==> src/rtl/rht_rollback_walker.sv <==
// Rename-history rollback walker: replays squashed RHT entries youngest-first into the RAT.
// Optional walk_cnt restore counter is enabled by defining RHT_WALK_CNT_EN.
module rht_rollback_walker #(
  parameter int RHT_DEPTH    = 128,
  parameter int L_ADDR_WIDTH = 5,
  parameter int P_ADDR_WIDTH = 8,
  parameter int TW           = $clog2(RHT_DEPTH)
) (
  input  logic                    clk,
  input  logic                    rst_n,
  input  logic                    flush_valid,
  input  logic [TW-1:0]           flush_id,
  output logic                    flush_ready,
  input  logic [TW-1:0]           rht_tail,
  output logic [TW-1:0]           rd_id,
  input  logic [L_ADDR_WIDTH-1:0] rd_Ldst,
  input  logic [P_ADDR_WIDTH-1:0] rd_Pdst,
  output logic                    restore_valid,
  output logic [L_ADDR_WIDTH-1:0] restore_Ldst,
  output logic [P_ADDR_WIDTH-1:0] restore_Pdst,
  output logic                    set_ptr,
  output logic [TW-1:0]           new_pointer,
  output logic                    busy
`ifdef RHT_WALK_CNT_EN
  ,
  output logic [TW:0]             walk_cnt
`endif
);

  typedef enum logic [1:0] {
    IDLE   = 2'd0,
    WALK   = 2'd1,
    COMMIT = 2'd2
  } state_t;

  localparam logic [TW-1:0] LAST = TW'(RHT_DEPTH - 1);

  state_t        state_q, state_d;
  logic [TW-1:0] cur_q, cur_d;
  logic [TW-1:0] tgt_q, tgt_d;
  logic          accept;

  // Ring decrement; depth need not be a power of two
  function automatic logic [TW-1:0] dec(
    input logic [TW-1:0] v
  );
    return (v == '0) ? LAST : v - 1'b1;
  endfunction

  assign accept = flush_valid && (state_q == IDLE);

  always_ff @(posedge clk or negedge rst_n) begin
    if (!rst_n) begin
      state_q <= IDLE;
      cur_q   <= '0;
      tgt_q   <= '0;
    end else begin
      state_q <= state_d;
      cur_q   <= cur_d;
      tgt_q   <= tgt_d;
    end
  end

  always_comb begin
    state_d = state_q;
    cur_d   = cur_q;
    tgt_d   = tgt_q;
    unique case (state_q)
      IDLE: begin
        if (flush_valid) begin
          tgt_d   = flush_id;
          cur_d   = dec(rht_tail);
          state_d = (rht_tail == flush_id) ? COMMIT : WALK;
        end
      end
      WALK: begin
        if (cur_q == tgt_q) begin
          state_d = COMMIT;
        end else begin
          cur_d = dec(cur_q);
        end
      end
      COMMIT: state_d = IDLE;
      default: state_d = IDLE;
    endcase
  end

  assign flush_ready   = (state_q == IDLE);
  assign busy          = (state_q != IDLE);
  assign restore_valid = (state_q == WALK);
  assign set_ptr       = (state_q == COMMIT);
  assign rd_id         = cur_q;
  assign new_pointer   = tgt_q;
  assign restore_Ldst  = rd_Ldst;
  assign restore_Pdst  = rd_Pdst;

`ifdef RHT_WALK_CNT_EN
  always_ff @(posedge clk or negedge rst_n) begin
    if (!rst_n) begin
      walk_cnt <= '0;
    end else if (accept) begin
      walk_cnt <= '0;
    end else if (state_q == WALK) begin
      walk_cnt <= walk_cnt + 1'b1;
    end
  end
`else
  logic unused_accept;
  assign unused_accept = accept;
`endif

endmodule

==> config.mk <==
export PLATFORM = sky130hd
export DESIGN_NAME = rht_rollback_walker
export DESIGN_NICKNAME = d
export VERILOG_FILES = /design/src/rtl/rht_rollback_walker.sv
export SDC_FILE = /design/constraint.sdc
export NUM_CORES = 1
export LEC_CHECK = 0
export BUFFER_PORTS_ARGS = -buffer_cell sky130_fd_sc_hd__buf_2
export CORE_MARGIN = 10
export CORE_UTILIZATION = 42
export DETAILED_ROUTE_END_ITERATION = 10
export PLACE_DENSITY = 0.79
export SYNTH_ARGS = -nofsm -noshare
export SYNTH_HDL_FRONTEND = slang
export SYNTH_SLANG_ARGS = --single-unit
==> constraint.sdc <==
create_clock -name clk -period 1.55 [get_ports clk]
set_clock_uncertainty 0.1 [all_clocks]
set_input_delay 0.155 -clock clk [delete_from_list [all_inputs] [get_ports clk]]
set_output_delay 0.155 -clock clk [all_outputs]
set_load 0.005 [all_outputs]
# Word-level counts from Yosys, hierarchy flattened
# Cells that the tools add are included.
# classes
add_sub_neg,2
eq_ne,7
n_mux,9
n_reduce_logical,8
# op_table
operator,count
2-to-1 mux 7 bit,4
equality test 7 bit,2
logical NOT 7 bit,2
case mux 7 bit (2 select lines),1
subtractor 7 x 1 -> 7 bit (second input constant),2
2-to-1 mux 2 bit,3
!= test 2 bit (second input constant),2
case mux 2 bit (2 select lines),1
AND reduction 2 bit,2
nonzero test 2 bit,2
AND reduction 3 bit,1
equality test 2 x 1 -> 1 bit (second input constant),1
equality test 2 bit (second input constant),1
logical NOT 2 bit,1
!= test 2 x 1 -> 1 bit (second input constant),1
# word_totals
reg_bits,16
in_bits,30
output_inout_bits,31
elab_cells,29

# Depth between registers and ports, before layout
# Gate-level depths: netlist (run 1).
# logic_depth
word_depth,4
ltp_mapped,7
ltp_nobuf,7

# Least setup slack after synthesis (run 1)
# OpenSTA, ideal clock, no wires.
# synth_path
path_kind,register -> register
startpoint,"register cur_q[0], in the netlist rd_id[0]"
endpoint,"register cur_q[0], in the netlist rd_id[0]"
setup_ns,0.139
arrival_ns,1.409
t_required_ns,1.311
path_slack_ns,-0.098
path_stages_with_launch,7
n_path_buf,1
period_less_slack_ns,1.648
path_cell_list,dfrtp_1 -> inv_1 -> ha_1 -> and4b_1 -> clkbuf_1 -> a2111oi_0 -> a311oi_1
# synth_via
elab_chain_len,4
word_cells_on_any_way,8
classes_between,1 x add/sub; 2 x eq/ne; 3 x mux; 2 x reduce/logical
# synth_rtl
item,line,text
from (decl),39,"logic [TW-1:0] cur_q, cur_d;"
from (signal assigned),59,cur_q <= cur_d;
subtractor 7 x 1 -> 7 bit or logical NOT 7 bit (tied branches),47,return (v == '0) ? LAST : v - 1'b1;
2-to-1 mux 7 bit,47,
2-to-1 mux 7 bit,77,if (cur_q == tgt_q) begin
case mux 7 bit (2 select lines),68,unique case (state_q)
# Several ways; a longest one is shown, not always the timed one. The select of a mux whose other input is x is not followed.
# A chain may end at the register's enable or synchronous reset.

# Worst setup path after layout (run 1)
# layout_path
startpoint,"register cur_q[6], in the netlist rd_id[6]"
endpoint,"register cur_q[5], in the netlist rd_id[5]"
# layout_via
elab_chain_len,4
word_cells_on_any_way,7
classes_between,2 x eq/ne; 3 x mux; 2 x reduce/logical
# layout_rtl
item,line
logical NOT 7 bit,47
2-to-1 mux 7 bit,47
2-to-1 mux 7 bit,77
case mux 7 bit (2 select lines),68
# Several ways; a longest one is shown, not always the timed one. The select of a mux whose other input is x is not followed.

==> results_dict.tcl, run 1 <==
set metrics [dict create \
    clk_latency_ps 300 \
    finalPower_mw 3.45 \
    setup_viol 8 \
    dieArea_um2 5680 \
    syn-num-nets 189 \
    worst-path-buf-inv 0 \
    syn_area_per_cell_um2 8.31 \
    r2r_setup_slack_ps -130 \
    ant_nets 0 \
    async_flop_share_pct 100 \
    drcViolationCount 0 \
    final_cell_mix "buf_4 (37), buf_2 (34), nand2_1 (31)" \
    port_buffers 34 \
    slew_viol_final 0 \
    setup_ws_ps -134 \
    synth_cell_types 42 \
    max_stage_delay_ps 430 \
    outcome "finished with violations" \
    die_y_um 75.4 \
    cts_sinks 16 \
    fin_crit_sh_pct 109 \
    netlist_area_um2 1290 \
    clockBufferDepth 2 \
    cts.clk_slew.worst_paths_ps 110 \
    cts_tree "built" \
    dr.pass1.iters 4 \
    cp_data_arrival_time_ps 1800 \
    synth_ff_type "dfrtp_1" \
    io_pins 61 \
    drt-initial-drc-count 91 \
    end_kind "flip-flop" \
    place_hpwl_um 3200 \
    wirelength_um 4030 \
    synth_seq_cells 16 \
    drive_gt1_share_pct 42.1 \
    powerDensity_nw_per_um2 1940 \
    synth_edf_count 0 \
    required_ps 1670 \
    vias 1322 \
    nNetsFinal 251 \
    mostFrequentLayoutCell "buf_4" \
    cts-root-buf "clkbuf_4" \
    crit_family "compound AO/OA/AOI/OAI gates" \
    ir_worst_vdd_mv 1.26 \
    max_cap_viol_count 0 \
    htree_levels 1 \
    via_per_inst 5.31 \
    antenna_found_initial 0 \
    p_leak_nw 0.867 \
    yosys_warnings 0 \
    critical_path_class "flip-flop to flip-flop" \
    tightest_slew_ps 377 \
    cts_inserted_buffers 3 \
    finalSetupTns_ps -897 \
    min_period_ps 1680 \
    crit_fanout 4 \
    max_freq_mhz 594 \
    rows 20 \
    gp_congestion 0.947 \
    finalHoldViolCount 0 \
    post-cts-setup-buffers 0 \
    core_area_um2 3000 \
    start_util_pct 42.9 \
    die_width_um 75.4 \
    ys_seq_area_share_pct 31.1 \
    grt_pass1_vias 1365 \
    cpMaxStageDelayCell "dfrtp_1" \
    hold_path.class "primary input to flip-flop" \
    violations "negative setup slack" \
    crit_chain "xnor2_1, nand4_1, o31ai_4, nand2_1, a221oi_2" \
    synthCells 155 \
    area_delta_synth_final_pct 37.8 \
    wl_per_cell_um 16.2 \
    rsz0062_at_grt "yes" \
    grt_max_degree 17 \
    diodes 0 \
    cp-start-kind "flip-flop" \
    grt_pass1_wl_um 6390 \
    max-slew-margin-rel_pct 74.6 \
    gr-total-overflow 0 \
    track_usage_pct 14.4 \
]
[per-stage QoR]
stage / setup WS [ps] / hold slack [ps] / util (%) / instances / area, µm²
CTS: -128 / 4.17 / 58.4 / 249 / 1750
global placement: -128 / -14.3 / 55.1 / 241 / 1650
detailed placement: -144 / -13.3 / 55.1 / 241 / 1650
floorplan: -25.5 / -241 / - / 155 / 1290
global route: -221 / 18.7 / 59.1 / 249 / 1770
finish: -134 / 14.9 / 59.1 / 249 / 1770
[routing by layer]
layer / up-vias / part of all wire, % / global-route usage, %
li1: 648 / - / -
met1: 625 / 43 / 17.4
met2: 45 / 48 / 24.2
met3: 4 / 7.6 / 5.47
met4: 0 / 0.77 / 2.06
met5: - / 0 / 0
[repair_timing]
| action | CTS | global route |
|---|---|---|
| endpoints found under the hold margin | 19 | 0 |
| resized for setup | 3 | 5 |
| pin swaps | 2 | 0 |
| hold buffers | 4 | 0 |
| endpoints found under the setup margin | 8 | 11 |
[cell type report]
cell class	instances	area (µm²)
Clock buffer	4	36.3
Fill cell	267	1230
Inverter	8	30.0
Multi-Input combinational cell	112	767
Sequential cell	16	400
Tap cell	33	41.3
Timing Repair Buffer	76	499
[worst min-delay path, cell delays in order]
cell and delay, ps:
buf_2 100, nand2_1 60, nand2_1 60
[kinds of logic after synthesis]
family	after synthesis	synth area share (%)
AOI/OAI and AO/OA	30	17.8
DFF	16	31.1
xor gates and xnor gates	16	10.9
and+or+nand+nor	62	23.4
adders and majority gates	4	3.89
buffers and inverters	27	12.9
[synthesized netlist by cell type, drive strengths merged, types with 3 or more instances]
master  number  area (µm²)
a21oi        7        38.8
a31oi        3        18.8
buf         17         129
dfrtp       16         400
ha           4        50.1
inv          8        30.0
nand2       31         116
nor2         9        33.8
nor3         4        20.0
nor4         4        40.0
o211ai       4        30.0
o21ai        5        25.0
xnor2       11        96.3
xor2         5        43.8
[flip-flops by register name (all words and copies together), names as in the netlist]
register / count
new_pointer: 7
state_q: 2
rd_id: 7
[where the power goes]
part | switching (mW) | leakage, nW | internal (mW)
combinational | 1.13 | 0.653 | 1.21
clock | 0.142 | 0.0210 | 0.143
sequential | 0.187 | 0.193 | 0.631
[path summary, 6_finish.rpt]
check	start	endpoint	cells after the start
min in group asynchronous	rst_n	state_q[1]	2
max in group asynchronous	rst_n	new_pointer[5]	2
worst max register to register	rd_id[6]	rd_id[5]	5
worst min-delay path	flush_id[2]	new_pointer[2]	3
worst max-delay path	rd_id[6]	rd_id[5]	5
worst min register to register	new_pointer[4]	new_pointer[4]	3
Power figures use the tool's default switching activity.
==> inputs of run 2 (changes only) <==
Settings changed: ABC_AREA from default to 1, CORE_UTILIZATION 42 to 43, PLACE_DENSITY 0.79 to 0.8.
==> run 2 against run 1 <==
  * The run now ends clean
  * Largest power group unchanged
  * Worst hold slack worse by 3.3 ps
  * Die area is 3.0% higher
  * Largest cell class unchanged
  * Combinational power is 4% lower
  * Via count is 7.4% higher
==> results_dict.tcl, run 2 <==
set metrics [dict create \
    rsz0062_at_grt "yes" \
    cts-root-buf "clkbuf_4" \
    min_period_ps 1500 \
    tightest_slew_ps 373 \
    cts.clk_slew.worst_paths_ps 110 \
    end_kind "flip-flop" \
    grt_max_degree 17 \
    final_cell_mix "nand2_1 (75), buf_2 (34), nand3_1 (22)" \
    antenna_found_initial 0 \
    cts_sinks 16 \
    required_ps 1690 \
    max_freq_mhz 665 \
    netlist_area_um2 1370 \
    clk_latency_ps 300 \
    port_buffers 34 \
    yosysMostFrequentCell "nand2_1" \
    ir_worst_vdd_mv 1.06 \
    cts_inserted_buffers 3 \
    p_leak_nw 0.939 \
    dieArea_um2 5850 \
    drive_gt1_share_pct 31.4 \
    die_y_um 76.5 \
    fin_crit_sh_pct 97.1 \
    fin_hold_ws_ps 11.6 \
    place_hpwl_um 2960 \
    ant_nets 0 \
    htree_levels 1 \
    core_area_um2 3050 \
    wirelength_um 3810 \
    wl_per_cell_um 13.2 \
    mostFrequentLayoutCell "nand2_1" \
    pre_cts_ws_ps -71.0 \
    yosys_warnings 0 \
    rows 20 \
    drcViolationCount 0 \
    synth_seq_cells 16 \
    nFillCells 306 \
    gr-total-overflow 0 \
    io_pins 61 \
    drt-initial-drc-count 112 \
    synth_top_area_cell "dfrtp_1" \
    ys_top_cells_by_count "nand2_1 (78), nand3_1 (23), inv_1 (19), dfrtp_1 (16), buf_4 (13)" \
    multi_input_area_um2 830 \
    hold_path.class "primary input to flip-flop" \
    setup_ws_ps 45.2 \
    crit_fanout 6 \
    diodes 0 \
    async_flop_share_pct 100 \
    clockBufferDepth 2 \
    synth_area_leaders "dfrtp_1 (29%), nand2_1 (21%), nand3_1 (8.4%), buf_4 (7.1%), inv_1 (5.2%)" \
    syn-num-nets 239 \
    cp-start-kind "flip-flop" \
    synth_cell_types 23 \
    vias 1420 \
    ff_latch_area_um2 404 \
    synth.top_cell.area_share_pct 29.2 \
    area_delta_synth_final_pct 26.5 \
    layoutNonFillerInstCount 289 \
    critical_path_class "flip-flop to flip-flop" \
    die_width_um 76.5 \
    cts_tree "built" \
    setup_viol 0 \
    ys_seq_area_share_pct 29.2 \
    gp_congestion 0.884 \
    synth_edf_count 0 \
    synthCells 205 \
    via_per_inst 4.91 \
    max_cap_viol_count 0 \
    grt_pass1_wl_um 6510 \
    outcome "finished clean" \
    syn_area_per_cell_um2 6.69 \
    track_usage_pct 13.1 \
    start_util_pct 44.9 \
    powerDensity_nw_per_um2 1950 \
    dr.pass1.iters 4 \
    slew_viol_final 0 \
    max-slew-margin-rel_pct 75.2 \
    placed_cells 273 \
    cp_data_arrival_time_ps 1650 \
    synth_ff_type "dfrtp_1" \
    finalPower_mw 3.38 \
    nNetsFinal 280 \
    finalHoldViolCount 0 \
    grt_pass1_vias 1414 \
]
[run 2: cell types whose count changed in the layout (fill, tap and decap cells not counted), moves of 4 or more]
cell      before  now
inv_1          6   17
nand2_1       31   75
xnor2_1       11    1
a21oi_1        6    0
buf_4         37   11
o211ai_1       4    0
nand2_2        0    5
nand3_1        2   22
nor2_2         0    5
[run 2: area by class of cell]
type                       instances  share of cell area [%]
clock buffer                       4                    2.09
timing repair buffer              51                    18.1
sequential                        16                    23.3
multi-input combinational        153                    47.8
inverter                          21                    5.48
tap                               44                    3.17
[run 2: timing repair]
| item | 4_1_cts | 5_1_grt |
|---|---|---|
| endpoints found under the setup margin | 3 | 8 |
| pin swaps | 0 | 10 |
| setup buffers | 1 | 6 |
| endpoints found under the hold margin | 20 | 0 |
| hold buffers | 5 | 0 |
| gates resized for setup | 3 | 19 |
[run 2: power breakdown]
group | total, mW | internal (mW) | switching [mW]
Sequential | 0.845 | 0.633 | 0.212
Combinational | 2.24 | 0.981 | 1.26
Clock | 0.290 | 0.143 | 0.147
Total | 3.38 | 1.76 | 1.62
[run 2: per-stage QoR]
step | setup TNS [ps] | util [%] | instance area, µm²
2_1_floorplan | 0 | - | 1370
3_3_place_gp | -36.3 | 50.0 | 1530
3_5_place_dp | -85.9 | 50.0 | 1530
4_1_cts | 0 | 53.3 | 1630
5_1_grt | -177 | 56.8 | 1730
6_report | 0 | 56.8 | 1730
[run 2: worst max-delay path, cell delays in order (launching register included)]
cell      delay [ps]
dfrtp_2          460
buf_4            150
nor2_2           180
nand4_4          170
nand3b_1         120
nand2_1           60
nand2_1           70
nand2_2           60
nand2_1           80
[run 2: cell families after synthesis]
family	synth area share (%)
multiplexers	0.730
AND/OR/NAND/NOR	43.0
flip-flops	29.2
AO/OA/AOI/OAI	3.10
buffers and inverters	14.6
XOR/XNOR	5.75
adder cells (fa/ha/maj)	3.65
[run 2: per-layer routing]
metal / share of wire (%) / GRT usage, % / vias up
met5: 0 / 0 / -
met4: 1.3 / 6.69 / 0
met3: 8.6 / 4.13 / 6
met2: 47 / 20.5 / 65
met1: 43 / 15.6 / 633
li1: - / - / 716
[run 2: worst paths after layout]
check / start / to / slack (ps) / depth (start not counted)
max in group asynchronous: rst_n / state_q[0] / 870 / 2
hold reg to reg: rd_id[3] / rd_id[3] / 490 / 2
setup reg to reg: rd_id[3] / rd_id[2] / 50 / 8
setup / recovery: rd_id[3] / rd_id[2] / 50 / 8
hold / removal: flush_id[6] / new_pointer[6] / 10 / 3
min in group asynchronous: rst_n / new_pointer[4] / 190 / 2
